**src/rtl/mem_stage.sv**
```systemverilog
// -----------------------------------------------------------------------------
// mem_stage -- memory-access stage of the 5-stage 32-bit pipeline.
//
// Takes the EX/MEM register outputs, performs loads/stores to data memory over
// a request/ready handshake, stalls upstream while an access is outstanding
// and owns the MEM/WB pipeline register feeding write-back and forwarding.
//
// Parameters:
//   TIMEOUT  maximum REQ cycles before the access is aborted (0 = no timeout)
//   CNT_W    wait-counter width, 2**CNT_W must exceed TIMEOUT
//
// Optional build macro:
//   MEM_ALIGN_CHECK_EN  when defined, an access whose address is not word
//                       aligned is rejected in IDLE: no request, mem_err pulse,
//                       MEM/WB bubble, no stall.
//
// Ports:
//   clk, rst           rising-edge clock, asynchronous active-high reset
//   Mem_WB[1:0]        write-back control from EX/MEM ([1]=RegWrite, [0]=MemtoReg)
//   read_En, write_En  load / store request from EX/MEM (both set = store)
//   DataAddress        ALU result / memory address
//   WriteData          store data
//   dest               destination register
//   mem_req/we/addr/wdata  memory request channel (we/addr/wdata valid with req)
//   mem_rdata, mem_ready   memory response (rdata valid with ready)
//   stall              hold EX/MEM and all earlier stages
//   mem_err            one-cycle pulse on an aborted access
//   WB_ctrl, ReadData, ALUResult, Write_Register  MEM/WB register
//   RegWrite           WB_ctrl[1], to the forwarding unit
// -----------------------------------------------------------------------------
module mem_stage #(
    parameter int TIMEOUT = 255,
    parameter int CNT_W   = 8
) (
    input  logic        clk,
    input  logic        rst,
    input  logic [1:0]  Mem_WB,
    input  logic        read_En,
    input  logic        write_En,
    input  logic [31:0] DataAddress,
    input  logic [31:0] WriteData,
    input  logic [4:0]  dest,
    output logic        mem_req,
    output logic        mem_we,
    output logic [31:0] mem_addr,
    output logic [31:0] mem_wdata,
    input  logic [31:0] mem_rdata,
    input  logic        mem_ready,
    output logic        stall,
    output logic        mem_err,
    output logic [1:0]  WB_ctrl,
    output logic [31:0] ReadData,
    output logic [31:0] ALUResult,
    output logic [4:0]  Write_Register,
    output logic        RegWrite
);

    localparam logic [1:0] IDLE = 2'd0;
    localparam logic [1:0] REQ  = 2'd1;
    localparam logic [1:0] DONE = 2'd2;

    localparam logic [CNT_W-1:0] TIMEOUT_CNT = CNT_W'(TIMEOUT);

    logic [1:0]       state;
    logic [CNT_W-1:0] wait_cnt;
    logic [CNT_W-1:0] wait_cnt_inc;

    // Instruction captured at the start of an access; EX/MEM is held by stall
    // but these keep the request stable regardless of upstream behaviour.
    logic             cap_we;
    logic [1:0]       cap_wb;
    logic [4:0]       cap_dest;
    logic [31:0]      cap_addr;
    logic [31:0]      cap_wdata;

    logic             access;
    logic             misaligned;
    logic             start;
    logic             align_fault;
    logic             in_req;
    logic             timeout_hit;

    assign access = read_En | write_En;

`ifdef MEM_ALIGN_CHECK_EN
    assign misaligned = (DataAddress[1:0] != 2'b00);
`else
    assign misaligned = 1'b0;
`endif

    assign start       = (state == IDLE) && access && !misaligned;
    assign align_fault = (state == IDLE) && access && misaligned;
    assign in_req      = (state == REQ);

    // The counter value after this REQ cycle equals the number of REQ cycles
    // spent so far; reaching TIMEOUT aborts on that cycle unless ready wins.
    assign wait_cnt_inc = wait_cnt + 1'b1;
    assign timeout_hit  = (TIMEOUT != 0) && (wait_cnt_inc == TIMEOUT_CNT);

    assign mem_req   = in_req;
    assign mem_we    = in_req & cap_we;
    assign mem_addr  = cap_addr;
    assign mem_wdata = cap_wdata;

    // stall is combinational from read_En/write_En; gating with rst keeps it
    // low for the whole reset window even if upstream still presents an access.
    assign stall    = (start | in_req) & ~rst;
    assign RegWrite = WB_ctrl[1];

    // NOTE: all state below uses non-blocking assignments so every register
    // samples pre-edge values; blocking here would create order-dependent races.
    always_ff @(posedge clk or posedge rst) begin
        if (rst) begin
            state          <= IDLE;
            wait_cnt       <= '0;
            cap_we         <= 1'b0;
            cap_wb         <= 2'b00;
            cap_dest       <= 5'd0;
            cap_addr       <= 32'd0;
            cap_wdata      <= 32'd0;
            mem_err        <= 1'b0;
            WB_ctrl        <= 2'b00;
            ReadData       <= 32'd0;
            ALUResult      <= 32'd0;
            Write_Register <= 5'd0;
        end else begin
            mem_err <= 1'b0;
            case (state)
                IDLE: begin
                    if (start) begin
                        cap_we    <= write_En;
                        cap_wb    <= Mem_WB;
                        cap_dest  <= dest;
                        cap_addr  <= DataAddress;
                        cap_wdata <= WriteData;
                        wait_cnt  <= '0;
                        WB_ctrl   <= 2'b00;
                        state     <= REQ;
                    end else if (align_fault) begin
                        mem_err <= 1'b1;
                        WB_ctrl <= 2'b00;
                    end else begin
                        WB_ctrl        <= Mem_WB;
                        ALUResult      <= DataAddress;
                        Write_Register <= dest;
                        ReadData       <= 32'd0;
                    end
                end
                REQ: begin
                    wait_cnt <= wait_cnt_inc;
                    if (mem_ready) begin
                        ReadData       <= cap_we ? 32'd0 : mem_rdata;
                        WB_ctrl        <= cap_wb;
                        ALUResult      <= cap_addr;
                        Write_Register <= cap_dest;
                        state          <= DONE;
                    end else if (timeout_hit) begin
                        mem_err <= 1'b1;
                        WB_ctrl <= 2'b00;
                        state   <= DONE;
                    end
                end
                // EX/MEM still shows the completed instruction here, so its
                // enables are ignored and MEM/WB holds for one cycle.
                DONE: begin
                    state <= IDLE;
                end
                default: begin
                    state <= IDLE;
                end
            endcase
        end
    end

endmodule

```
**config.mk**
```make
export PLATFORM = sky130hd
export DESIGN_NAME = mem_stage
export DESIGN_NICKNAME = d
export VERILOG_FILES = /design/src/rtl/mem_stage.sv
export SDC_FILE = /design/constraint.sdc
export NUM_CORES = 1
export LEC_CHECK = 0
export CORE_AREA = 10 10 126 128
export CTS_BUF_LIST = sky130_fd_sc_hd__clkbuf_4
export DETAILED_ROUTE_END_ITERATION = 8
export DIE_AREA = 0 0 136 138
export PLACE_DENSITY = 0.87
export SYNTH_ARGS = -nofsm -noshare
export SYNTH_HDL_FRONTEND = slang
export SYNTH_SLANG_ARGS = --single-unit
```
**constraint.sdc**
```tcl
create_clock -name clk -period 8.39 [get_ports clk]
set_clock_uncertainty 0.1 [all_clocks]
set_input_delay 0.839 -clock clk [delete_from_list [all_inputs] [get_ports clk]]
set_output_delay 0.839 -clock clk [all_outputs]
set_load 0.05 [all_outputs]
```
==> run metrics <==
cell depth of the worst flop-to-flop path=5; initial DRC count=259; Final Critical Period=3902 ps; sequential share of the synthesized area=60.38%; CP Data Arrival Time=2960 ps; Yosys Warn Count=0; clock power share=10.6%; Comb pwr share=60.6%; area grow syn2layout=44.70%; RSZ-0062 raised after global routing=no; Critical Path RT=7450 ps; pin count of the biggest net entering global routing=82; number of hold violations in the final report=0; Num CTS Buffers=17; Setup TNS Final=0 ps; die footprint=0.01877 sq mm; min-delay worst type=reg -> reg; post-synthesis xor/xnor area fraction=0.2745%; main flop type after synthesis=dfrtp_1; worst-margin pin slew=1266 ps; CTS root buf=clkbuf_4; outcome=completed; Die Ht=138 um; GPL Wtd Cong=0.8003; layout net count=930; CTS clk-pin slew, worst paths=130 ps; Routed Antenna Nets=0; post-CTS setup buffers=0; vias per cell=5.160; ANT cells=0; final setup vio count=0; Post-Route Utilization=68.39%; Worst Min Path Start=ReadData[5]; synthesized area=0.006382 sq mm; Cell Area, Placed=0.008936 sq mm; worst slack, placed=4630 ps; Hold EP=ReadData[5]; Max Root-Sink Buffers=2; R2R Path End=ReadData[0]; Net Switching=2.281 mW; MaxCap Viol Count=0; main combinational cell family by area after synthesis=simple AND/OR/NAND/NOR gates; fin worst setup slack=4488 ps; worst skew pair latency=540 ps; Internal=2.211 mW; Post-synth EDFFs=0; CP Max Fanout=47; first-pass GRT wire length=28660 um; wire length per cell=18.00 um; Synth Area in Compound Gates=6.763%; Worst setup EP type=output pin; FF-to-FF setup slack=5760 ps; async set-or-reset flop fraction in the synthesized netlist=100.0%; fillcell total=1026; Avg Inst Size Synth=10.78 sq um; Hold Path Depth=2; Num Clock Sinks=154; post-synthesis mux area share=12.53%; DRC Markers=0; I/O Buffers=247; H-tree levels=4; Slew Limit Headroom=15.52%; die width=136 um; first drt pass iteration count=5; Initial Utilization=47.26%; GRT Util Overall=19.13%; CTS tree=built; Congestion Overflow GR=0; count of cell types in the netlist=34; maximum vdd drop=0.2761 mV; fin. max-slew vios=0; Synth Register Bits=154; hold buffers post-CTS=0; Routed WL=18230 um; pwr dens=486.4 mW/mm^2; core area=0.01350 sq mm; # IOs=248; Gates resized, CTS repair=0; Crit Reg-Reg Startpoint=state[1]; Final Cell Area=0.009235 sq mm; ratio of cells with drive above 1 in the final layout=13.45%; Core Rows=43; Sw Share=50.79%; Post-Synth Simple-Gate Area=16.31%; via count=5227; Post-Synthesis Cells=592; period utilisation layout=46.51%; register share of total power=28.8%; number of global-route vias before repair=5250; fmax=256.3 MHz; initial antenna violation count=0; Critical Path Start Type=register; DP Wirelength=12900 um; Post-Synth Adder-Cell Area=0.3921%; leakage=3.974 nW; Crit Path Category=reg -> out; post-synthesis net count=702
## synthesized netlist by cell type (4+ instances only)
master,instances,area (sq um)
nand2_1,150,563.0
inv_1,4,15.01
nand3_1,33,165.2
o21ai_0,12,60.06
nor2_1,47,176.4
a31oi_1,39,244.0
clkbuf_1,16,60.06
and2_1,4,25.02
nor3_1,4,20.02
buf_2,21,105.1
buf_4,4,30.03
dfrtp_1,154,3854
mux2_2,71,799.5
## worst max path at each step
stage                     startpoint            to  slack, ps  cells after the start
final                       state[1]        mem_we       4490                      4
after global routing        state[1]        mem_we       4320                      4
after CTS                   state[1]        mem_we       4410                      4
after detailed placement    write_En         stall       4630                      5
after global placement      write_En         stall       4660                      5
after floorplan                  rst  ALUResult[0]       3300                      1
## power groups by stage
stage               registers [mW]  logic (mW)  clock network, mW
floorplan                     2.39       0.739                  0
global placement              1.29        2.72                  0
detailed placement            1.31        2.75                  0
CTS                           1.30        2.76              0.493
global route                  1.34        2.87              0.519
finish                        1.29        2.72              0.475
## sequential cells by signal, summed over array words and instances (netlist names), 2 cells and up
register,count
cap_wb,2
mem_wdata,32
WB_ctrl,2
wait_cnt,8
Write_Register,5
ALUResult,32
mem_addr,32
state,2
ReadData,32
cap_dest,5
## cells in the final DEF (no fill, tap or decap), types with 2 or more instances in the layout
master | Yosys | final
nand2_1 | 150 | 150
or3_1 | 2 | 2
a221o_1 | 2 | 2
clkinv_1 | 0 | 2
o21ai_0 | 12 | 12
nor2_1 | 47 | 46
nand4_1 | 2 | 2
a32oi_1 | 2 | 2
o31ai_1 | 2 | 2
and2_1 | 4 | 4
inv_6 | 0 | 4
a22o_1 | 2 | 2
clkinvlp_4 | 0 | 2
xnor2_1 | 2 | 2
nand3_1 | 33 | 33
clkdlybuf4s50_1 | 0 | 247
buf_4 | 4 | 4
ha_1 | 2 | 2
dfrtp_1 | 154 | 154
clkinv_4 | 0 | 2
o41ai_1 | 2 | 2
inv_1 | 4 | 2
nor3_1 | 4 | 4
a31oi_1 | 39 | 39
and3_1 | 2 | 2
clkinv_2 | 0 | 3
nor4b_1 | 2 | 2
clkbuf_4 | 0 | 17
mux2_2 | 71 | 71
bufinv_16 | 0 | 3
## cells by family after synthesis
group	after synthesis
and+or+nand+nor	251
DFF	154
muxes	71
AOI/OAI and AO/OA	66
buffers and inverters	46
xor gates and xnor gates	2
adders and majority gates	2
## per-stage QoR
stage / std cells / power, mW / hold WS, ps
finish: 1013 / 4.492 / 378.9
global route: 1013 / 4.725 / 407.7
CTS: 1013 / 4.544 / 384.0
detailed placement: 981 / 4.057 / 354.9
global placement: 981 / 4.011 / 347.8
floorplan: 592 / 3.126 / 354.3
## layout make-up
type / instances / area [sq um] / share of cell area, %
Multi-Input combinational cell: 392 / 2335 / 25.28
Clock inverter: 15 / 171.4 / 1.856
Clock buffer: 17 / 127.6 / 1.382
Sequential cell: 154 / 3854 / 41.73
Timing Repair Buffer: 251 / 2502 / 27.10
Tap cell: 180 / 225.2 / 2.439
Inverter: 4 / 20.02 / 0.2168
## critical path, stage by stage (launching register included)
cell and delay [ps]:
dfrtp_1 490, nand2b_2 230, inv_2 660, and2_1 220
clkdlybuf4s50_1 810
## metal layers
metal	part of all wire [%]	track usage, %	up-vias
li1	-	-	2473
met3	9.4	7.428	24
met4	2.2	7.684	0
met5	0	0	-
met1	39	22.20	2534
met2	49	30.94	196
Note: power is estimated with default switching activity, not from simulation.
